[src/rtl/alu_sequencer_if.sv]
// Command, result and external-ALU signal bundle for alu_sequencer.
// slave faces the sequencer; master faces the command source, the consumer and the ALU.
interface alu_sequencer_if;
  logic       cmd_valid;
  logic       cmd_ready;
  logic [2:0] cmd_op;
  logic [7:0] cmd_a;
  logic [7:0] cmd_b;
  logic [2:0] cmd_n;
  logic [7:0] alu_a;
  logic [7:0] alu_b;
  logic [2:0] alu_s;
  logic [7:0] alu_o;
  logic       res_valid;
  logic       res_ready;
  logic [7:0] res_data;
  logic       res_zero;

  modport slave (
    input  cmd_valid, cmd_op, cmd_a, cmd_b, cmd_n, alu_o, res_ready,
    output cmd_ready, alu_a, alu_b, alu_s, res_valid, res_data, res_zero
  );

  modport master (
    output cmd_valid, cmd_op, cmd_a, cmd_b, cmd_n, alu_o, res_ready,
    input  cmd_ready, alu_a, alu_b, alu_s, res_valid, res_data, res_zero
  );
endinterface

[src/rtl/alu_sequencer.sv]
// Drives an external combinational ALU from registered operands, iterating the
// shift/rotate ops cmd_n+1 times, and returns the accumulator with a ready/valid handshake.
module alu_sequencer (
  input  logic            clk,
  input  logic            reset,
  alu_sequencer_if.slave  bus
);

  typedef enum logic [1:0] {IDLE, EXEC, DONE} state_t;

  state_t     state_q, state_d;
  logic [7:0] acc_q, acc_d;
  logic [7:0] breg_q, breg_d;
  logic [2:0] opreg_q, opreg_d;
  logic [2:0] cnt_q, cnt_d;

  always_ff @(posedge clk or posedge reset) begin
    if (reset) begin
      state_q <= IDLE;
      acc_q   <= 8'h00;
      breg_q  <= 8'h00;
      opreg_q <= 3'd0;
      cnt_q   <= 3'd0;
    end else begin
      state_q <= state_d;
      acc_q   <= acc_d;
      breg_q  <= breg_d;
      opreg_q <= opreg_d;
      cnt_q   <= cnt_d;
    end
  end

  always_comb begin
    state_d = state_q;
    acc_d   = acc_q;
    breg_d  = breg_q;
    opreg_d = opreg_q;
    cnt_d   = cnt_q;
    case (state_q)
      IDLE: begin
        if (bus.cmd_valid) begin
          acc_d   = bus.cmd_a;
          breg_d  = bus.cmd_b;
          opreg_d = bus.cmd_op;
          // Only shift/rotate ops (msb of opcode set) repeat.
          cnt_d   = bus.cmd_op[2] ? bus.cmd_n : 3'd0;
          state_d = EXEC;
        end
      end
      EXEC: begin
        acc_d = bus.alu_o;
        if (cnt_q == 3'd0) state_d = DONE;
        else               cnt_d   = cnt_q - 3'd1;
      end
      DONE: begin
        if (bus.res_ready) state_d = IDLE;
      end
      default: state_d = IDLE;
    endcase
  end

  // All outputs come straight from registers; no cmd_* to alu_* path.
  assign bus.cmd_ready = (state_q == IDLE);
  assign bus.res_valid = (state_q == DONE);
  assign bus.alu_a     = acc_q;
  assign bus.alu_b     = breg_q;
  assign bus.alu_s     = opreg_q;
  assign bus.res_data  = acc_q;
  assign bus.res_zero  = (acc_q == 8'h00);

endmodule

[src/flat_wrapper.sv]
// flat-port wrapper written by rule: the top's interface ports become plain ports
module alu_sequencer_flat 
  (clk, reset, bus_cmd_valid, bus_cmd_op, bus_cmd_a, bus_cmd_b, bus_cmd_n, bus_alu_o, bus_res_ready, bus_cmd_ready, bus_alu_a, bus_alu_b, bus_alu_s, bus_res_valid, bus_res_data, bus_res_zero);
  alu_sequencer_if bus_i ();
  input  logic clk;
  input  logic reset;
  input wire logic [$bits(bus_i.cmd_valid)-1:0] bus_cmd_valid;
  input wire logic [$bits(bus_i.cmd_op)-1:0] bus_cmd_op;
  input wire logic [$bits(bus_i.cmd_a)-1:0] bus_cmd_a;
  input wire logic [$bits(bus_i.cmd_b)-1:0] bus_cmd_b;
  input wire logic [$bits(bus_i.cmd_n)-1:0] bus_cmd_n;
  input wire logic [$bits(bus_i.alu_o)-1:0] bus_alu_o;
  input wire logic [$bits(bus_i.res_ready)-1:0] bus_res_ready;
  output wire logic [$bits(bus_i.cmd_ready)-1:0] bus_cmd_ready;
  output wire logic [$bits(bus_i.alu_a)-1:0] bus_alu_a;
  output wire logic [$bits(bus_i.alu_b)-1:0] bus_alu_b;
  output wire logic [$bits(bus_i.alu_s)-1:0] bus_alu_s;
  output wire logic [$bits(bus_i.res_valid)-1:0] bus_res_valid;
  output wire logic [$bits(bus_i.res_data)-1:0] bus_res_data;
  output wire logic [$bits(bus_i.res_zero)-1:0] bus_res_zero;
  assign bus_i.cmd_valid = bus_cmd_valid;
  assign bus_i.cmd_op = bus_cmd_op;
  assign bus_i.cmd_a = bus_cmd_a;
  assign bus_i.cmd_b = bus_cmd_b;
  assign bus_i.cmd_n = bus_cmd_n;
  assign bus_i.alu_o = bus_alu_o;
  assign bus_i.res_ready = bus_res_ready;
  assign bus_cmd_ready = bus_i.cmd_ready;
  assign bus_alu_a = bus_i.alu_a;
  assign bus_alu_b = bus_i.alu_b;
  assign bus_alu_s = bus_i.alu_s;
  assign bus_res_valid = bus_i.res_valid;
  assign bus_res_data = bus_i.res_data;
  assign bus_res_zero = bus_i.res_zero;
  alu_sequencer u_core (.clk(clk), .reset(reset), .bus(bus_i));
endmodule
[config.mk]
export PLATFORM = sky130hd
export DESIGN_NAME = alu_sequencer_flat
export DESIGN_NICKNAME = d
export VERILOG_FILES = /design/src/rtl/alu_sequencer_if.sv /design/src/rtl/alu_sequencer.sv /design/src/flat_wrapper.sv
export SDC_FILE = /design/constraint.sdc
export NUM_CORES = 1
export LEC_CHECK = 0
export BUFFER_PORTS_ARGS = -buffer_cell sky130_fd_sc_hd__clkbuf_2
export CAP_MARGIN = 20
export CORE_MARGIN = 4
export CORE_UTILIZATION = 35
export CTS_CLUSTER_SIZE = 8
export DETAILED_ROUTE_END_ITERATION = 10
export GPL_TIMING_DRIVEN = 0
export PLACE_DENSITY = 0.65
export SYNTH_ARGS = -nofsm -noshare
export SYNTH_HDL_FRONTEND = slang
export SYNTH_SLANG_ARGS = --single-unit
[constraint.sdc]
create_clock -name clk -period 1.27 [get_ports clk]
set_input_delay 0.127 -clock clk [delete_from_list [all_inputs] [get_ports clk]]
set_output_delay 0.127 -clock clk [all_outputs]
set_load 0.01 [all_outputs]
# [Yosys cells after proc, flatten, opt, wreduce, memory -nomap -nowiden]
# Cells that the tools add are included.
[op_classes] n_reduce_logical=8 n_eq_ne=6 addsub=1 n_mux=10
[ops] operator="$pmux 8 s2" count=1
[ops] operator="$mux 3" count=3
[ops] operator="$logic_not 8->1" count=1
[ops] operator="$mux 8" count=1
[ops] operator="$mux 2" count=3
[ops] operator="$ne 2x2->1 const B" count=3
[ops] operator="$pmux 2 s3" count=1
[ops] operator="$pmux 3 s2" count=1
[ops] operator="$reduce_and 3->1" count=2
[ops] operator="$reduce_and 2->1" count=2
[ops] operator="$logic_not 3->1" count=1
[ops] operator="$sub 3x1->3 const B" count=1
[ops] operator="$eq 2x1->1 const B" count=1
[ops] operator="$eq 2x2->1 const B" count=1
[ops] operator="$logic_not 2->1" count=1
[ops] operator="$ne 2x1->1 const B" count=1
[ops] operator="$reduce_bool 2->1" count=1
[totals] in_bits=34 register_bits=24 out_inout_bits=30 elab_cells=30

# [Longest topological paths before layout]
# Gate-level depths: netlist of run 1.
[depth] depth_word=3 depth_mapped=6 ltp_nobuf=6

# [Worst setup path before layout of run 1]
# OpenSTA, ideal clock, no wires.
[synth_timing] path_type="register to register" from="register u_core.cnt_q[0]" to="register u_core.cnt_q[1]" required_time_ns=1.191 stages_incl_launch_ff=7 setup_time_ns=0.079 period_less_slack_ns=1.369 arrival_ns=1.290 setup_slack_ns=-0.099 n_path_buf=0 path_cell_list="dfrtp_1 > inv_1 > ha_1 > nor2b_1 > a211o_1 > inv_1 > mux2i_1"
[synth_between] elab_chain_len=3 word_cells_on_any_way=6 cone_classes="1 x add/sub; 1 x eq/ne; 2 x mux; 2 x reduce/logical"
[synth_lines] element="from (decl)" line="alu_sequencer.sv:15" rtl="logic [2:0] cnt_q, cnt_d;"
[synth_lines] element="from (signal assigned)" line="alu_sequencer.sv:29" rtl="cnt_q <= cnt_d;"
[synth_lines] element="$sub 3x1->3 or $logic_not 3->1 (tied branches)" line="alu_sequencer.sv:53, alu_sequencer.sv:52"
[synth_lines] element="$mux 3 or $ne 2x2->1 (tied branches)"
[synth_lines] element="$pmux 3 s2 or $reduce_and 3->1 (tied branches)"
# Several ways; a longest one is shown, not always the timed one. The select of a mux whose other input is x is not followed.
# A chain may end at the register's enable or synchronous reset.

# [Worst setup path in the final report of run 1]
[layout_timing] from="register u_core.acc_q[1], in the netlist u_core.bus.alu_a[1]" to="output bus_res_zero"
[layout_between] elab_chain_len=1
[layout_lines] element="from (decl)" line="alu_sequencer.sv:12" rtl="logic [7:0] acc_q, acc_d;"
[layout_lines] element="from (signal assigned)" line="alu_sequencer.sv:20" rtl="acc_q <= 8'h00;"
[layout_lines] element="from (signal assigned)" line="alu_sequencer.sv:26" rtl="acc_q <= acc_d;"
[layout_lines] element="$logic_not 8->1" line="alu_sequencer.sv:69" rtl="assign bus.res_zero = (acc_q == 8'h00);"
[layout_lines] element="to (decl)" line="flat_wrapper.sv:20" rtl="output wire logic [$bits(bus_i.res_zero)-1:0] bus_res_zero;"
# No other way between the ends.

==> summary.md, run 1 <==
| Metric | Value |
|---|---|
| Port Buf Inserts | `63` |
| CP required | `about 1100 ps` |
| Core Region | `3390 um^2` |
| Global Route Usage Sum | `around 15%` |
| Arrival time worst endpoint | `roughly 1500 ps` |
| Sequential share of the synthesized area | `about half` |
| Synth Area in Compound Gates | `17.0%` |
| Clock transition at path regs | `approximately 140 ps` |
| Most frequent cells in the layout | `clkbuf_2 (57), dfrtp_1 (24), buf_4 (19)` |
| Via density | `a little under 5` |
| Antenna cells | `0` |
| Largest family of logic cells by synthesized area | `compound AO/OA/AOI/OAI gates` |
| Register bit total from synthesis | `24` |
| Final Hold Fails | `0` |
| 1st-pass router iterations | `4` |
| Post-DP HPWL | `between 2 and 2.5 mm` |
| Area delta synth->final | `61.2%` |
| CP startpoint kind | `register` |
| Root buffer cell | `clkbuf_4` |
| Largest net degree at the start of global routing | `25` |
| CP max stage delay | `520 ps` |
| Die area | `4560 um^2` |
| Slowest-stage cell, CP | `or4_4` |
| Leakage Power | `0.00102 uW` |
| Reg2reg setup slack | `-90 ps` |
| Gpl congestion | `between 0.6 and 0.7` |
| Critical path class | `register to primary output` |
| Slew @ Worst Pin | `about 520 ps` |
| Failing checks | `negative setup slack` |
| Worst path cell trace | `or4_4 -> nor2_1 -> buf_2` |
| Rows | `21` |
| Synth Area in XOR/XNOR | `0%` |
| Initial DRC count | `60` |
| Max IR drop VDD | `roughly 1300 uV` |
| Syn Inst Count | `109` |
| # setup viols final | `15` |
| Simple-gate portion of the synthesized area | `roughly 8.2%` |
| DIE WIDTH | `~68 um` |
| Commonest non-fill, non-tap cell in the layout | `clkbuf_2` |
| Post-layout nets | `230` |
| Initial Util | `between 30% and 40%` |
| Max-slew headroom | `65.3%` |
| Final Cycle Share | `126%` |
| Post-Syn Nets | `~150` |
| Htree depth | `1` |
| Post-route cell area | `approximately 2000 um^2` |
| First-pass GRT wire length | `5.15 mm` |
| Layout cells sized above 1 | `between 60% and 70%` |
| Routed vias | `1,156` |
| CTS buffer count | `3` |
| RSZ-0062 raised after global routing | `yes` |
| # IOs | `64` |
| Number of global-route vias before repair | `roughly 1.1k` |
| Distinct cell type count after synthesis | `25` |
| Post-synthesis cell area | `1240 um^2` |
| Cell Area, Placed | `roughly 1600 um^2` |
| Final wirelength | `between 3 and 4 mm` |
| Die Y | `roughly 68 um` |
| Setup crit end kind | `primary output` |
| Max Cap Viol | `0` |
| Outcome | `complete, but fails checks` |
| Clock Tree Buf Depth | `2` |
| Clk_skew | `between 4 and 5 ps` |
| DRC | `0` |
| CP Max Fanout | `2` |
| Wire per inst | `~15 um` |
| Mux cell area share after synthesis | `between 10% and 20%` |
| # clock sinks | `24` |
| HP Class | `input pin to register` |
| Worst skew pair latency | `slightly above 300 ps` |
| Warnings from Yosys | `0` |
| Initial antenna violation count | `0` |
| Post-Synth Adder-Cell Area | `under 10%` |
| Grt total ovfl | `0` |
| Worst Hold Slack | `just over 30 ps` |
| Pwr Density | `around 2800 nW/um^2` |
| Syn avg cell area | `roughly 11 um^2` |
| Antenna Nets Post-Route | `0` |
| Fin crit period | `around 1600 ps` |
| Max Transition Viols Final | `0` |
| CTS tree | `built` |
| Max Freq | `between 0.6 and 0.7 GHz` |
| Worst Setup Slack, final | `-327 ps` |
registers in the layout, summed over array words and instances, names as in the netlist:
name              cells
u_core.bus.alu_a      8
u_core.bus.alu_b      8
u_core.bus.alu_s      3
u_core.cnt_q          3
u_core.state_q        2
power by group:
| part | switching [uW] | total, uW | internal [uW] |
|---|---|---|---|
| Clock | 234 | 553 | 319 |
| Sequential | 260 | 1420 | 1160 |
| Combinational | 1520 | 3530 | 2020 |
what timing repair did:
| item | in CTS | in global routing |
|---|---|---|
| hold buffers | 1 | 0 |
| buffers inserted | 12 | 5 |
| gates cloned | 1 | 0 |
| gates resized for setup | 27 | 31 |
| pin swaps | 2 | 1 |
| endpoints found under the hold margin | 24 | 0 |
| endpoints found under the setup margin | 16 | 37 |
area by class of cell:
type	count	area, um^2
Buffer	15	156
Clock buffer	3	22.5
Clock inverter	1	30.0
Fill cell	299	1390
Inverter	6	26.3
Multi-Input combinational cell	64	616
Sequential cell	24	601
Tap cell	46	57.6
Timing Repair Buffer	80	492
worst paths after layout:
check / endpoint / from / cells past startpoint
min reg2reg: u_core.bus.alu_b[7]$_DFFE_PP0P_ / u_core.bus.alu_b[7]$_DFFE_PP0P_ / 1
max reg2reg: u_core.cnt_q[1]$_DFFE_PP0P_ / u_core.cnt_q[0]$_DFFE_PP0P_ / 6
min in group asynchronous: u_core.bus.alu_b[0]$_DFFE_PP0P_ / reset / 3
max: bus_res_zero / u_core.bus.alu_a[1]$_DFFE_PP0P_ / 3
max in group asynchronous: u_core.state_q[1]$_DFFE_PP0P_ / reset / 3
min: u_core.bus.alu_a[1]$_DFFE_PP0P_ / bus_alu_o[1] / 3
Yosys cell counts:
cell type / count / area (um^2)
ha_1: 2 / 25.0
or4_1: 2 / 15.0
buf_4: 10 / 75.1
nand2b_1: 2 / 12.5
a211o_1: 1 / 8.76
mux2_2: 12 / 135
mux2i_1: 2 / 20.0
a32oi_1: 1 / 8.76
nor2b_4: 1 / 13.8
mux2_4: 1 / 15.0
buf_6: 2 / 22.5
inv_2: 1 / 3.75
nor3_2: 1 / 10.0
inv_1: 5 / 18.8
dfrtp_1: 24 / 601
nand2_1: 3 / 11.3
buf_2: 1 / 5.00
nor2b_1: 3 / 18.8
clkbuf_1: 2 / 7.51
a22o_1: 1 / 8.76
o311a_1: 1 / 10.0
nor2_1: 3 / 11.3
o21ai_0: 11 / 55.1
a22oi_1: 16 / 120
nand4b_1: 1 / 8.76
cells by family after synthesis:
family / after synthesis
fa+ha+maj: 2
buf+inv: 21
compound gates: 31
flops: 24
simple gates: 16
mux: 15
routing by layer:
layer | wire length, um | track usage, % | vias up | share of wire [%]
met4 | 0 | 2.28 | 0 | 0
met5 | 0 | 0 | - | 0
met3 | 367 | 3.99 | 0 | 10
met1 | 1450 | 18.5 | 545 | 41
met2 | 1710 | 26.2 | 57 | 48
li1 | - | - | 554 | -
critical path, delay by kind of cell (launching register included):
kind / cells / cell delay [ps]
and+or+nand+nor: 2 / 610
buffers and inverters: 1 / 130
DFF: 1 / 420
through the flow:
stage	std cells	utilization [%]	setup WS (ps)	setup TNS [ps]	power [uW]
6_report	239	59.0	-327	-1260	5500
3_3_place_gp	218	48.3	-105	-658	3850
4_1_cts	236	55.9	-354	-1380	5140
2_1_floorplan	109	-	-12.8	-12.8	3120
3_5_place_dp	218	48.3	-129	-1120	3930
5_1_grt	239	59.0	-399	-1970	5890
(Power assumes the default switching activity.)
==> run 2: changes to the inputs <==
--- a/config.mk
+++ b/config.mk
@@ -7,12 +7,14 @@
 export LEC_CHECK = 0
 export BUFFER_PORTS_ARGS = -buffer_cell sky130_fd_sc_hd__clkbuf_2
 export CAP_MARGIN = 20
+export CELL_PAD_IN_SITES_DETAIL_PLACEMENT = 1
+export CELL_PAD_IN_SITES_GLOBAL_PLACEMENT = 1
 export CORE_MARGIN = 4
-export CORE_UTILIZATION = 35
+export CORE_UTILIZATION = 30
 export CTS_CLUSTER_SIZE = 8
 export DETAILED_ROUTE_END_ITERATION = 10
 export GPL_TIMING_DRIVEN = 0
-export PLACE_DENSITY = 0.65
+export PLACE_DENSITY = 0.73
 export SYNTH_ARGS = -nofsm -noshare
 export SYNTH_HDL_FRONTEND = slang
 export SYNTH_SLANG_ARGS = --single-unit
==> run 2 against run 1 <==
  * Hold slack better by 10 ps
  * The run still ends with negative setup slack left
  * Final cell count up 2.1%
  * Power up 3.1%
  * Critical endpoint unchanged
  * Combinational power up 5%
  * Sequential share of layout area down 0.13 points
==> summary.md, run 2 (same netlist as run 1, synthesis figures left out) <==
| Metric | Value |
|---|---|
| Number of global-route vias before repair | `1,294 (+19%)` |
| Switch Pwr | `2150 uW (+6.8%)` |
| Max Cap Viol | `0 (unchanged)` |
| Hold Buf Count CTS | `0 (-1)` |
| Post-route cell area | `2010 um^2 (+0.44%)` |
| Failing checks | `negative setup slack` |
| Port Buf Inserts | `63 (unchanged)` |
| Rows | `23 (+9.5%)` |
| Initial antenna violation count | `0 (unchanged)` |
| Outcome | `complete, but fails checks` |
| Pwr Density | `2820 nW/um^2 (+2.6%)` |
| Clock transition at path regs | `90 ps (-50 ps)` |
| First-pass GRT wire length | `6.38 mm (+24%)` |
| CP required | `1140 ps (about the same)` |
| CP startpoint kind | `register` |
| DIE WIDTH | `72.3 um (+7.1%)` |
| Combinational fraction of design power | `65.5% (+1.3 points)` |
| Max-slew headroom | `37.9% (-27 points)` |
| Layout cells sized above 1 | `67.0% (+0.69 points)` |
| Antenna Nets Post-Route | `0 (unchanged)` |
| Worst Setup Slack, final | `-278 ps (+49.4 ps)` |
| CTS buffer count | `3 (unchanged)` |
| Leakage Power | `0.00103 uW (+1.1%)` |
| Most frequent cells in the layout | `clkbuf_2 (60), dfrtp_1 (24), buf_4 (22)` |
| Slew @ Worst Pin | `931 ps (+411 ps)` |
| CP Max Fanout | `2 (unchanged)` |
| CTS tree | `built` |
| DP Cell Count | `222 (+1.8%)` |
| Core Region | `4000 um^2 (+18%)` |
| Global Route Usage Sum | `15.7% (+0.74 points)` |
| HP Class | `input pin to asynchronous set/reset pin` |
| Final Cycle Share | `122% (-3.9 points)` |
| Wire per inst | `17.2 um (+16%)` |
| Initial DRC count | `47 (-22%)` |
| Max IR drop VDD | `989 uV (-22%)` |
| Commonest non-fill, non-tap cell in the layout | `clkbuf_2` |
| Area delta synth->final | `61.9%` |
| Max Freq | `0.646 GHz (+3.2%)` |
| Routed vias | `1,174 (+1.6%)` |
| 1st-pass router iterations | `4 (unchanged)` |
| Fin crit period | `1550 ps (-49.4 ps)` |
| Reg area | `601 um^2 (unchanged)` |
| Via density | `4.81 (-0.52%)` |
| Initial Util | `31.0% (-5.6 points)` |
| Critical path class | `register to primary output` |
| Post-DP HPWL | `2.72 mm (+19%)` |
| Die Y | `72.3 um (+7.1%)` |
| Sw frac | `37.8% (+1.3 points)` |
| Max Transition Viols Final | `0 (unchanged)` |
| Worst Hold Slack | `41.3 ps (+10.3 ps)` |
| Final Hold Fails | `0 (unchanged)` |
| Post-layout nets | `231 (+0.43%)` |
| Final Non-Filler Cells | `244 (+2.1%)` |
| Die area | `5230 um^2 (+15%)` |
| Largest net degree at the start of global routing | `25 (unchanged)` |
| R2r worst-path depth | `4 (-2)` |
| Reg2reg start | `u_core.state_q[0]$_DFFE_PP0P_` |
| FF-to-FF End | `u_core.bus.alu_b[4]$_DFFE_PP0P_` |
| DRC | `0 (unchanged)` |
| Clock Tree Buf Depth | `2 (unchanged)` |
| Grt total ovfl | `0 (unchanged)` |
| Sequential fraction of design power | `25.3% (-0.5 points)` |
| Htree depth | `1 (unchanged)` |
| Root buffer cell | `clkbuf_8` |
| Util after Layout | `50.2% (-8.8 points)` |
| Cell Area, Placed | `1640 um^2 (+0.31%)` |
| Pwr Total | `5670 uW (+3.1%)` |
| Gpl congestion | `0.762 (+11%)` |
| Multi-input gate area | `626 um^2 (+1.6%)` |
| # IOs | `64 (unchanged)` |
| Fill cells | `471 (+58%)` |
| # clock sinks | `24 (unchanged)` |
| Reg2reg setup slack | `-90 ps (about the same)` |
| Worst skew pair latency | `260 ps (-50 ps)` |
| Setup crit end kind | `primary output` |
| P_int | `3530 uW (+0.92%)` |
| Clk_skew | `4.31 ps (-0.212 ps)` |
| # setup viols final | `15 (unchanged)` |
| Antenna cells | `0 (unchanged)` |
| Final wirelength | `4.19 mm (+18%)` |
| Critical Path End | `bus_res_zero` |
| Arrival time worst endpoint | `1420 ps (-50 ps)` |
| CP Launch Point | `u_core.bus.alu_a[1]$_DFFE_PP0P_` |
| Clk pwr share | `9.2% (-0.8 points)` |
| RSZ-0062 raised after global routing | `yes` |
run 2: cell types whose count changed in the layout (fill, tap and decap cells not counted), sizes merged:
cell,delta
clkbuf,+5
buf,-2
bufinv,-1
clkinvlp,-1
dlygate4sd3,-1
inv,+1
run 2: layer usage:
layer | global-route usage (%) | wire (um)
met4 | 4.18 | 31
met3 | 3.88 | 292
met2 | 26.8 | 2090
met1 | 19.6 | 1780
met5 | 0 | 0
run 2: worst min-delay path by stage:
| stage | from | endpoint | slack (ps) |
|---|---|---|---|
| final | reset | u_core.bus.alu_b[7]$_DFFE_PP0P_ | 40 |
| after global routing | bus_cmd_b[0] | u_core.bus.alu_b[0]$_DFFE_PP0P_ | 80 |
| after CTS | reset | u_core.bus.alu_b[3]$_DFFE_PP0P_ | 70 |
| after detailed placement | reset | u_core.bus.alu_b[3]$_DFFE_PP0P_ | 360 |
| after global placement | reset | u_core.bus.alu_b[3]$_DFFE_PP0P_ | 340 |
| after floorplan | reset | u_core.bus.alu_a[0]$_DFFE_PP0P_ | 140 |
run 2: stage by stage:
step	setup slack, ps	TNS [ps]
2_1_floorplan	-12.8	-12.8
3_3_place_gp	-100	-609
3_5_place_dp	-125	-819
4_1_cts	-289	-1300
5_1_grt	-330	-2230
6_report	-278	-1210
run 2: power groups by stage:
stage          sequential, uW  combinational, uW  clock, uW
2_1_floorplan            1580               1540          0
3_3_place_gp             1460               2410          0
3_5_place_dp             1500               2510          0
4_1_cts                  1430               3420        543
5_1_grt                  1500               3980        575
6_report                 1440               3720        519
run 2: timing repair:
item / 4_1_cts / 5_1_grt
setup buffers: 14 / 3
hold endpoints to repair: 0 / 0
pin swaps: 4 / 3
setup endpoints to repair: 17 / 25
gates cloned: 2 / 0
gates resized for setup: 33 / 19
run 2: worst max-delay path: stages, from the launching register on:
cell     delay, ps
dfrtp_1        390
or4_1          530
nor2_1         110
buf_2          140
run 2: cell type report:
class | count | share of cell area, %
Clock buffer | 4 | 2.74
Timing Repair Buffer | 81 | 23.9
Buffer | 15 | 8.09
Multi-Input combinational cell | 64 | 31.1
Inverter | 6 | 1.12
Tap cell | 50 | 3.11
Sequential cell | 24 | 29.9
==> run 3: changes to the inputs <==
--- a/config.mk
+++ b/config.mk
@@ -5,16 +5,17 @@
 export SDC_FILE = /design/constraint.sdc
 export NUM_CORES = 1
 export LEC_CHECK = 0
-export BUFFER_PORTS_ARGS = -buffer_cell sky130_fd_sc_hd__clkbuf_2
 export CAP_MARGIN = 20
 export CELL_PAD_IN_SITES_DETAIL_PLACEMENT = 1
 export CELL_PAD_IN_SITES_GLOBAL_PLACEMENT = 1
 export CORE_MARGIN = 4
-export CORE_UTILIZATION = 30
+export CORE_UTILIZATION = 41
+export CTS_CLUSTER_DIAMETER = 60
 export CTS_CLUSTER_SIZE = 8
 export DETAILED_ROUTE_END_ITERATION = 10
+export DONT_BUFFER_PORTS = 1
 export GPL_TIMING_DRIVEN = 0
-export PLACE_DENSITY = 0.73
+export PLACE_DENSITY = 0.71
 export SYNTH_ARGS = -nofsm -noshare
 export SYNTH_HDL_FRONTEND = slang
 export SYNTH_SLANG_ARGS = --single-unit
==> run 3 against run 2 <==
  * Critical endpoint unchanged
  * Critical path type unchanged
  * Sequential share of layout area grew 2.6 points
  * Cell area is 7.2% lower
  * The flow finishes with violations (negative hold slack, negative setup slack)
  * Largest cell class is now multi-input gates
  * Die area is 24% lower
  * Flip-flop and latch count unchanged
  * Worst setup slack got worse by 93 ps
  * Critical path depth down 1
  * Clock power rose by 10%
  * Wire length fell by 6.0%
  * Largest power group unchanged
==> summary.md, run 3 (same netlist as run 1, synthesis figures left out) <==
| Metric | Value |
|---|---|
| RSZ-0062 raised after global routing | `yes` |
| Initial Util | `43.9% (+13 points)` |
| Area delta synth->final | `50.2%` |
| Gpl congestion | `0.686 (-10%)` |
| Port Buf Inserts | `0 (-100%)` |
| Wire per inst | `21.6 um (+26%)` |
| HP Class | `input pin to register` |
| Outcome | `complete, but fails checks` |
| Met1 usage | `20.7% (+1.0 points)` |
| Core Region | `2830 um^2 (-29%)` |
| Die area | `3970 um^2 (-24%)` |
| CTS tree | `built` |
| Clk_skew | `8.41 ps (+4.10 ps)` |
| GR Layer Usage met3 | `7.19% (+3.3 points)` |
| CP startpoint kind | `register` |
| Max-slew headroom | `39.7% (+1.8 points)` |
| Final Non-Filler Cells | `182 (-25%)` |
| Initial antenna violation count | `0 (unchanged)` |
| Fill cells | `275 (-42%)` |
| # clock sinks | `24 (unchanged)` |
| Clock Tree Buf Depth | `2 (unchanged)` |
| Clock transition at path regs | `140 ps (+50 ps)` |
| Most Crowded Layer GR | `met2` |
| Largest net degree at the start of global routing | `25 (unchanged)` |
| First-pass GRT wire length | `5.80 mm (-9.2%)` |
| Worst Setup Slack, final | `-371 ps (-93.4 ps)` |
| Leakage Power | `0.000832 uW (-19%)` |
| Routed vias | `1,032 (-12%)` |
| Worst Hold Slack | `-0.978 ps (-42.3 ps)` |
| Max IR drop VDD | `1520 uV (+54%)` |
| Hold depth | `2` |
| Rows | `19 (-17%)` |
| Antenna cells | `0 (unchanged)` |
| Max Freq | `0.609 GHz (-5.7%)` |
| DRC | `0 (unchanged)` |
| CP Max Fanout | `5 (+3)` |
| Met2 Track Usage GR | `34.7% (+7.9 points)` |
| Worst skew pair latency | `320 ps (+60 ps)` |
| Failing checks | `negative hold slack, negative setup slack` |
| Arrival time worst endpoint | `1510 ps (+90 ps)` |
| Setup crit end kind | `primary output` |
| Grt total ovfl | `0 (unchanged)` |
| CTS buffer count | `3 (unchanged)` |
| Post-DP HPWL | `2.20 mm (-19%)` |
| Commonest non-fill, non-tap cell in the layout | `dlygate4sd3_1` |
| Post-layout nets | `188 (-19%)` |
| Final Cycle Share | `129% (+7.4 points)` |
| Util after Layout | `65.9% (+16 points)` |
| Setup TNS | `-1650 ps (-441 ps)` |
| Antenna Nets Post-Route | `0 (unchanged)` |
| Final Hold Fails | `1 (+1)` |
| # setup viols final | `16 (+1)` |
| CP required | `1140 ps (about the same)` |
| Global Route Usage Sum | `18.8% (+3.1 points)` |
| # IOs | `64 (unchanged)` |
| Pwr Total | `5080 uW (-11%)` |
| Die Y | `63.0 um (-13%)` |
| Max Cap Viol | `0 (unchanged)` |
| Initial DRC count | `21 (-55%)` |
| Number of global-route vias before repair | `1,122 (-13%)` |
| Layout cells sized above 1 | `42.4% (-25 points)` |
| Critical path class | `register to primary output` |
| Reg area | `606 um^2 (+0.83%)` |
| 1st-pass router iterations | `4 (unchanged)` |
| Root buffer cell | `clkbuf_4` |
| Via density | `5.67 (+18%)` |
| Max Transition Viols Final | `0 (unchanged)` |
| Slew @ Worst Pin | `903 ps (-27.4 ps)` |
| Most frequent cells in the layout | `dlygate4sd3_1 (26), dfrtp_1 (20), buf_4 (16)` |
| DP Cell Count | `140 (-37%)` |
| Final wirelength | `3.94 mm (-6.0%)` |
| R2r worst-path depth | `4 (unchanged)` |
| DIE WIDTH | `63.0 um (-13%)` |
| Pwr Density | `2720 nW/um^2 (-3.6%)` |
| Fin crit period | `1640 ps (+93.4 ps)` |
| Htree depth | `1 (unchanged)` |
| Multi-input gate area | `627 um^2 (+0.20%)` |
==> run 3: cell count changes in the layout (fill, tap and decap cells not counted), sizes merged <==
cell / previous run / this run
bufinv: 0 / 1
buf: 33 / 25
dlygate4sd3: 0 / 26
clkbuf: 67 / 5
==> run 3: through the flow <==
step | hold WS, ps | instance area (um^2) | setup WS, ps
global route | 14.7 | 1860 | -439
CTS | 4.47 | 1760 | -378
floorplan | 142 | 1260 | -12.8
detailed placement | 269 | 1300 | -159
finish | -0.978 | 1860 | -371
global placement | 255 | 1300 | -125
==> run 3: per-layer routing <==
metal / share of wire, % / routed length (um)
met5: 0 / 0
met4: 0.33 / 13
met2: 55 / 2170
met3: 7.9 / 309
met1: 37 / 1450
==> run 3: final timing paths <==
kind	from	endpoint	slack [ps]
setup / recovery	u_core.bus.alu_a[4]$_DFFE_PP0P_	bus_res_zero	-370
hold reg to reg	u_core.cnt_q[1]$_DFFE_PP0P_	u_core.cnt_q[1]$_DFFE_PP0P_	600
setup reg to reg	u_core.state_q[0]$_DFFE_PP0P_	u_core.bus.alu_b[5]$_DFFE_PP0P_	-120
hold / removal	bus_cmd_a[6]	u_core.bus.alu_a[6]$_DFFE_PP0P_	-1
min in group asynchronous	reset	u_core.bus.alu_s[0]$_DFFE_PP0P_	430
max in group asynchronous	reset	u_core.bus.alu_a[0]$_DFFE_PP0P_	230
==> run 3: power by group <==
| part | switching [uW] | total, uW | leakage (uW) | internal (uW) |
|---|---|---|---|---|
| combinational | 1180 | 2780 | 0.000520 | 1610 |
| sequential | 551 | 1720 | 0.000284 | 1170 |
| clock | 253 | 573 | 0.0000279 | 319 |
| total | 1980 | 5080 | 0.000832 | 3090 |
==> run 3: timing repair <==
item / CTS / global route
pin swaps: 5 / 5
buffers inserted: 8 / 4
hold endpoints to repair: 44 / 5
gates resized for setup: 37 / 18
setup endpoints to repair: 16 / 26
hold buffers: 21 / 5
gates cloned: 1 / 0
==> run 3: worst max-delay path, cell delays in order, from the launching register on <==
cell and delay (ps):
dfrtp_2 480, or4_4 570, nor2_4 150
==> run 3: cell type report <==
cell class	count	share of cell area, %
multi-input combinational	64	33.6
sequential	24	32.5
timing repair buffer	39	20.4
buffer	14	7.38
tap	31	2.08
clock inverter	1	1.61
clock buffer	3	1.21
inverter	6	1.21
